===== src/rtl/controlador_memoria_pkg.sv =====
// -----------------------------------------------------------------------------
// controlador_memoria_pkg
// Shared definitions for the memory controller and its sub-modules:
//   - FSM state encoding (IDLE, WRITE, READ_WAIT, RESP, CLEAR)
//   - default address/data widths for the 512x12 memory
//   - memory port direction constants (MEM_LEER / MEM_ESCRIBIR)
//   - read-wait counter width (enough for READ_LAT up to 4)
// Optional feature macro used by the importing files: CTRL_MEM_CLEAR_EN
// -----------------------------------------------------------------------------
package controlador_memoria_pkg;

    localparam int ADDR_W_DEF = 9;
    localparam int DATA_W_DEF = 12;

    // Memory read/write select levels as seen by memoria4K.
    localparam logic MEM_LEER     = 1'b1;
    localparam logic MEM_ESCRIBIR = 1'b0;

    // Read-wait down-counter width; holds READ_LAT in the range 1..4.
    localparam int CNT_W = 3;

    typedef enum logic [2:0] {
        ST_IDLE      = 3'd0,
        ST_WRITE     = 3'd1,
        ST_READ_WAIT = 3'd2,
        ST_RESP      = 3'd3,
        ST_CLEAR     = 3'd4
    } estado_t;

endpackage : controlador_memoria_pkg


===== src/rtl/controlador_memoria_barrido.sv =====
// -----------------------------------------------------------------------------
// controlador_memoria_barrido
// Address sweep used by the post-reset memory clear. Walks the address from 0
// to 2^ADDR_W-1, one step per enabled cycle, and flags the last address.
// Only instantiated when CTRL_MEM_CLEAR_EN is defined.
// Ports:
//   clock   in   1       system clock, posedge
//   reset   in   1       synchronous, active-high; restarts the sweep at 0
//   en      in   1       advance the sweep this cycle
//   dir     out  ADDR_W  address being cleared this cycle
//   fin     out  1       high while the last address is being cleared
// -----------------------------------------------------------------------------
module controlador_memoria_barrido #(
    parameter int ADDR_W = 9
) (
    input  logic              clock,
    input  logic              reset,
    input  logic              en,
    output logic [ADDR_W-1:0] dir,
    output logic              fin
);

    logic [ADDR_W-1:0] dir_q;
    logic [ADDR_W-1:0] dir_d;

    always_comb begin
        dir_d = dir_q;
        if (en) begin
            dir_d = dir_q + ADDR_W'(1);
        end
    end

    always_ff @(posedge clock) begin
        if (reset) begin
            dir_q <= '0;
        end else begin
            dir_q <= dir_d;
        end
    end

    assign dir = dir_q;
    assign fin = en && (dir_q == '1);

endmodule : controlador_memoria_barrido


===== src/rtl/controlador_memoria.sv =====
// -----------------------------------------------------------------------------
// controlador_memoria
// Single-outstanding-request controller for a 512x12 synchronous single-port
// memory (memoria4K port set). User requests arrive on a valid/ready
// handshake, are sequenced onto the memory port, and read data is returned on
// a held response handshake.
//
// Optional feature macro: CTRL_MEM_CLEAR_EN
//   defined     -> after reset the FSM sweeps the whole memory writing zeros
//                  (one address per cycle) before accepting requests
//   not defined -> reset goes straight to IDLE, memory untouched
//
// Ports:
//   clock                  in   1       system clock, posedge
//   reset                  in   1       synchronous, active-high
//   req_valid              in   1       user request present
//   req_ready              out  1       request accepted this cycle if valid
//   req_escribir           in   1       1 = write, 0 = read
//   req_direccion          in   ADDR_W  request address
//   req_dato               in   DATA_W  write data
//   resp_valid             out  1       read data available
//   resp_ready             in   1       user consumes read data
//   resp_dato              out  DATA_W  read data, stable while resp_valid
//   leer_escribir_memoria  out  1       memory select: 1 = read, 0 = write
//   direccion_memoria      out  ADDR_W  memory address
//   dato_escribir_memoria  out  DATA_W  memory write data
//   dato_leer_memoria      in   DATA_W  memory read data
//   ocupado                out  1       controller not in IDLE
//
// state      | meaning
// -----------+-----------------------------------------------------------
// IDLE       | ready for a request; memory port parked in read
// WRITE      | one-cycle write strobe on the memory port
// READ_WAIT  | address held on the port, waiting for read data
// RESP       | read data presented, waiting for resp_ready
// CLEAR      | post-reset zero sweep (CTRL_MEM_CLEAR_EN only)
// -----------------------------------------------------------------------------
module controlador_memoria
    import controlador_memoria_pkg::*;
#(
    parameter int ADDR_W   = ADDR_W_DEF,
    parameter int DATA_W   = DATA_W_DEF,
    parameter int READ_LAT = 1
) (
    input  logic              clock,
    input  logic              reset,
    input  logic              req_valid,
    output logic              req_ready,
    input  logic              req_escribir,
    input  logic [ADDR_W-1:0] req_direccion,
    input  logic [DATA_W-1:0] req_dato,
    output logic              resp_valid,
    input  logic              resp_ready,
    output logic [DATA_W-1:0] resp_dato,
    output logic              leer_escribir_memoria,
    output logic [ADDR_W-1:0] direccion_memoria,
    output logic [DATA_W-1:0] dato_escribir_memoria,
    input  logic [DATA_W-1:0] dato_leer_memoria,
    output logic              ocupado
);

`ifdef CTRL_MEM_CLEAR_EN
    localparam estado_t ESTADO_RESET = ST_CLEAR;
`else
    localparam estado_t ESTADO_RESET = ST_IDLE;
`endif

    estado_t           estado_q,     estado_d;
    logic [CNT_W-1:0]  cnt_q,        cnt_d;
    logic              leer_q,       leer_d;
    logic [ADDR_W-1:0] dir_q,        dir_d;
    logic [DATA_W-1:0] dato_q,       dato_d;
    logic              resp_valid_q, resp_valid_d;
    logic [DATA_W-1:0] resp_dato_q,  resp_dato_d;

    logic aceptar;
    logic barrido_fin;

    // Ready is gated by reset so nothing is accepted on a reset cycle even
    // when the state register already sits in IDLE.
    assign req_ready = (estado_q == ST_IDLE) && !reset;
    assign aceptar   = req_valid && req_ready;

`ifdef CTRL_MEM_CLEAR_EN
    logic              barrido_en;
    logic [ADDR_W-1:0] barrido_dir;

    assign barrido_en = (estado_q == ST_CLEAR) && !reset;

    controlador_memoria_barrido #(
        .ADDR_W (ADDR_W)
    ) u_barrido (
        .clock (clock),
        .reset (reset),
        .en    (barrido_en),
        .dir   (barrido_dir),
        .fin   (barrido_fin)
    );

    // During the sweep the port is taken over combinationally so that every
    // CLEAR cycle is a write; the registered port values resume afterwards.
    assign leer_escribir_memoria = barrido_en ? MEM_ESCRIBIR : leer_q;
    assign direccion_memoria     = barrido_en ? barrido_dir  : dir_q;
    assign dato_escribir_memoria = barrido_en ? '0           : dato_q;
`else
    assign barrido_fin           = 1'b0;
    assign leer_escribir_memoria = leer_q;
    assign direccion_memoria     = dir_q;
    assign dato_escribir_memoria = dato_q;
`endif

    always_comb begin
        estado_d     = estado_q;
        cnt_d        = cnt_q;
        leer_d       = leer_q;
        dir_d        = dir_q;
        dato_d       = dato_q;
        resp_valid_d = resp_valid_q;
        resp_dato_d  = resp_dato_q;

        case (estado_q)
            ST_IDLE: begin
                if (aceptar) begin
                    dir_d  = req_direccion;
                    dato_d = req_dato;
                    if (req_escribir) begin
                        leer_d   = MEM_ESCRIBIR;
                        estado_d = ST_WRITE;
                    end else begin
                        leer_d   = MEM_LEER;
                        // Address reaches the memory one cycle after accept,
                        // so waiting READ_LAT more cycles after that lands the
                        // capture on settled read data.
                        cnt_d    = CNT_W'(READ_LAT);
                        estado_d = ST_READ_WAIT;
                    end
                end
            end

            ST_WRITE: begin
                leer_d   = MEM_LEER;
                estado_d = ST_IDLE;
            end

            ST_READ_WAIT: begin
                if (cnt_q == '0) begin
                    resp_dato_d  = dato_leer_memoria;
                    resp_valid_d = 1'b1;
                    estado_d     = ST_RESP;
                end else begin
                    cnt_d = cnt_q - CNT_W'(1);
                end
            end

            ST_RESP: begin
                if (resp_ready) begin
                    resp_valid_d = 1'b0;
                    estado_d     = ST_IDLE;
                end
            end

            ST_CLEAR: begin
                if (barrido_fin) begin
                    estado_d = ST_IDLE;
                end
            end

            default: begin
                estado_d = ST_IDLE;
            end
        endcase
    end

    always_ff @(posedge clock) begin
        if (reset) begin
            estado_q     <= ESTADO_RESET;
            cnt_q        <= '0;
            leer_q       <= MEM_LEER;
            dir_q        <= '0;
            dato_q       <= '0;
            resp_valid_q <= 1'b0;
            resp_dato_q  <= '0;
        end else begin
            estado_q     <= estado_d;
            cnt_q        <= cnt_d;
            leer_q       <= leer_d;
            dir_q        <= dir_d;
            dato_q       <= dato_d;
            resp_valid_q <= resp_valid_d;
            resp_dato_q  <= resp_dato_d;
        end
    end

    assign resp_valid = resp_valid_q;
    assign resp_dato  = resp_dato_q;
    assign ocupado    = (estado_q != ST_IDLE);

endmodule : controlador_memoria

===== config.mk =====
export PLATFORM = sky130hd
export DESIGN_NAME = controlador_memoria
export DESIGN_NICKNAME = d
export VERILOG_FILES = /design/src/rtl/controlador_memoria_pkg.sv /design/src/rtl/controlador_memoria_barrido.sv /design/src/rtl/controlador_memoria.sv
export SDC_FILE = /design/constraint.sdc
export NUM_CORES = 1
export LEC_CHECK = 0
export ABC_CLOCK_PERIOD_IN_PS = 1580
export CAP_MARGIN = 10
export CORE_MARGIN = 5
export CORE_UTILIZATION = 36
export CTS_CLUSTER_DIAMETER = 30
export CTS_CLUSTER_SIZE = 30
export DETAILED_ROUTE_END_ITERATION = 10
export GPL_ROUTABILITY_DRIVEN = 1
export PLACE_DENSITY = 0.81
export SETUP_SLACK_MARGIN = 0.1
export SLEW_MARGIN = 15
export SYNTH_ARGS = -nofsm -noshare
export SYNTH_HDL_FRONTEND = slang
export SYNTH_SLANG_ARGS = --single-unit

===== constraint.sdc =====
create_clock -name clock -period 1.58 [get_ports clock]
set_input_delay 0.316 -clock clock [delete_from_list [all_inputs] [get_ports clock]]
set_output_delay 0.316 -clock clock [all_outputs]
set_load 0.005 [all_outputs]

==> flow_metrics.tcl, run 1 <==
set metrics [dict create \
    layout_worst_path_cycle_share_pct 91.9 \
    wl_mm 4.03 \
    crit_path_max_fanout 2 \
    worst-endpoint-required_ns 1.26 \
    timing.max_cap.violations 0 \
    crit_end "resp_dato[9]" \
    clockBufferDepth 2 \
    route.detailed.wl_per_inst_um 12.9 \
    cts_tree "built" \
    chipWidth_um 76.3 \
    effective_utilization_at_floorplan_pct 36.6 \
    p_leak_nw 1.34 \
    std_cell_rows 24 \
    timing.hold.ws_ns 0.408 \
    clkSlewWorstSetupHoldPaths_ns 0.07 \
    detail_route.first_pass.iterations 4 \
    worst_rel_slew_slack_pct 83.5 \
    slew_viol_final 0 \
    critPathSlowestCell "clkdlybuf4s50_1" \
    worst-endpoint-arrival_ns 1.14 \
    drc_errors 0 \
    fillers 398 \
    clock_skew_ns 0.00517 \
    layout-drive-gt1-share_pct 14.9 \
    postSynthAreaPerCell_um2 8.95 \
    syn_to_final_growth_pct 67.5 \
    grt_pass1_vias 1513 \
    end_of_the_worst_register_to_register_path "resp_dato[3]" \
    pin_count 75 \
    global_router_s_overall_resource_usage_pct 14.0 \
    clock_latency_ns 0.29 \
    setup_total_negative_slack_ns 0 \
    reg2reg_setup_slack_ns 0.19 \
    yosysWarnings 0 \
    post-route-util_pct 61.4 \
    buffer_ports.inserted 74 \
    most-common-layout-cells "51 x clkdlybuf4s50_1, 29 x dfxtp_1, 25 x nand2_1, 24 x o21ai_0, 22 x nand2b_1" \
    cp.depth 1 \
    synth-seq-cells 40 \
    synth_fp_nets 217 \
    n_antenna_cell 0 \
    worst_ir_drop_vdd_v 0.000677 \
    routabilityCongestion 0.752 \
    hold_violation_count_in_the_final_report 0 \
    cts_made_buffers 5 \
    vias_per_cell 4.61 \
    post-synth-top-area-fraction_pct 50.6 \
    maximum_number_of_pins_on_one_net_before_global_route_repair 30 \
    placement.setup.worst_slack_ns -0.222 \
    worst_r2r_path_depth 7 \
    total_power_after_layout_mw 2.28 \
    crit_family "buffers and inverters" \
    postLayoutSetupSlackWorst_ns 0.128 \
    critical_path_class "reg -> out" \
    globalRoute.totalOverflow 0 \
    critical_path.max_stage_delay_ns 0.51 \
    setup_crit_start_kind "register" \
    synth_cell_type_count 24 \
    dp_hpwl_mm 2.83 \
    global_route_wire_length_before_repair_mm 6.67 \
    synth.largest_area_cell "dfxtp_1" \
    drt_iter0_markers 51 \
    min_period_ns 1.45 \
    cts-root-buf "clkbuf_8" \
    synth_area_leaders "dfxtp_1 51%, nand2b_1 9.1%, mux2i_1 7.6%, o21ai_0 7.6%, nand2_1 5.9%" \
    clock_sink_count 40 \
    crit_chain "clkdlybuf4s50_1" \
    grt_setup_unrepaired "yes" \
    die_area_um2 5830 \
    cts.hold.buffers_added 0 \
    route.antenna.remaining_nets 0 \
    worstSetupStartpoint "resp_dato[9]" \
    end_kind "primary output" \
    num-nets-final 301 \
    timing.hold.worst.class "in -> reg" \
    fmaxAchievable_mhz 689 \
    post_synth_inst_count 177 \
    synth.yosys.seq_area_share_pct 50.6 \
    status "finished, final reports clean" \
    power_per_cell_area_nw_per_um2 858 \
    tightest_slew_ns 0.247 \
    rr_startpoint "cnt_q[1]" \
    mostFrequentLayoutCell "clkdlybuf4s50_1" \
    cell_area_after_synthesis_um2 1580 \
    grt_antenna_before_repair 0 \
    fp.dieH_um 76.3 \
    ctsHtreeMaxLevel 2 \
    num_vias 1443 \
    path_buf_inv 1 \
    floorplan.core_area_um2 4320 \
    finalSetupViolations 0 \
]
==> how the worst min path moves through the flow <==
stage / start / end / depth (start not counted)
finish: req_escribir / estado_q[0] / 4
global route: req_escribir / estado_q[0] / 4
CTS: dato_escribir_memoria[2] / dato_escribir_memoria[2] / 2
detailed placement: dato_escribir_memoria[7] / dato_escribir_memoria[7] / 2
global placement: dato_escribir_memoria[6] / dato_escribir_memoria[6] / 2
floorplan: req_dato[0] / dato_escribir_memoria[0] / 2
==> final cells by class <==
class / instances / area [um2] / share of cell area [%]
sequential: 40 / 815 / 30.7
clock buffer: 6 / 72.6 / 2.73
clock inverter: 1 / 5.00 / 0.189
timing repair buffer: 88 / 926 / 34.9
multi-input combinational: 122 / 756 / 28.5
inverter: 4 / 15.0 / 0.566
tap: 52 / 65.1 / 2.45
==> synthesized netlist by cell type <==
cell type  instances
buf_4              2
o21ai_0           24
nand2b_1          23
nand3_1            3
mux2i_1           12
ha_1               2
a21oi_1            4
nor2_1            18
nor3b_1            1
buf_2              4
a21o_1             1
nand3b_1           1
nor4b_2            1
clkbuf_1           4
o21bai_1           1
a21boi_0           1
o31a_1             2
dfxtp_1           40
a2bb2oi_1          1
inv_1              4
a211o_1            1
nand2_1           25
or4b_4             1
buf_6              1
==> report_power, final <==
group / internal [mW] / switching [mW]
clock: 0.300 / 0.337
sequential: 1.09 / 0.0428
combinational: 0.321 / 0.186
total: 1.71 / 0.566
==> per-layer routing <==
| layer | share of wire, % | GRT usage (%) | routed length (um) |
|---|---|---|---|
| met3 | 7.8 | 5.08 | 315 |
| met2 | 48 | 24.1 | 1950 |
| met5 | 0 | 0 | 0 |
| met4 | 1.7 | 6.29 | 70 |
| met1 | 42 | 15.2 | 1700 |
==> registers in the layout, indices dropped and copies added (netlist names) <==
register / cells
cnt_q: 3
dato_escribir_memoria: 12
direccion_memoria: 9
estado_q: 2
leer_escribir_memoria: 1
resp_dato: 12
resp_valid: 1
==> tightest hold or removal path, delay by kind of cell <==
| kind | cells | cell delay, ns |
|---|---|---|
| AND/OR/NAND/NOR | 1 | 0.04 |
| buffers and inverters | 2 | 0.26 |
| AO/OA/AOI/OAI | 1 | 0.06 |
==> stage by stage <==
step	std cells	instance area (um2)
2_1_floorplan	177	1590
3_3_place_gp	303	2430
3_5_place_dp	303	2430
4_1_cts	312	2570
5_1_grt	313	2650
6_report	313	2650
==> what timing repair did <==
| action | 4_1_cts | 5_1_grt |
|---|---|---|
| setup buffers | 1 | 1 |
| pin swaps | 1 | 2 |
| gates cloned | 1 | 0 |
| endpoints found under the setup margin | 22 | 59 |
| resized for setup | 12 | 36 |
==> logic make-up (layout without fill, tap and decap cells) <==
group           count (synthesis)  after routing  share of synthesized area, %
simple gates                   73             73                          23.0
flops                          40             40                          50.6
fa+ha+maj                       2              2                          1.58
compound gates                 35             35                          12.5
buf+inv                        15             99                          4.82
mux                            12             12                          7.58
Power figures use the tool's default switching activity.
==> run 2, diff against run 1 <==
GPL_ROUTABILITY_DRIVEN = default   (was 1)
==> results of run 2 <==
Same layout as run 1: the final DEF is identical, and so are final timing and power.
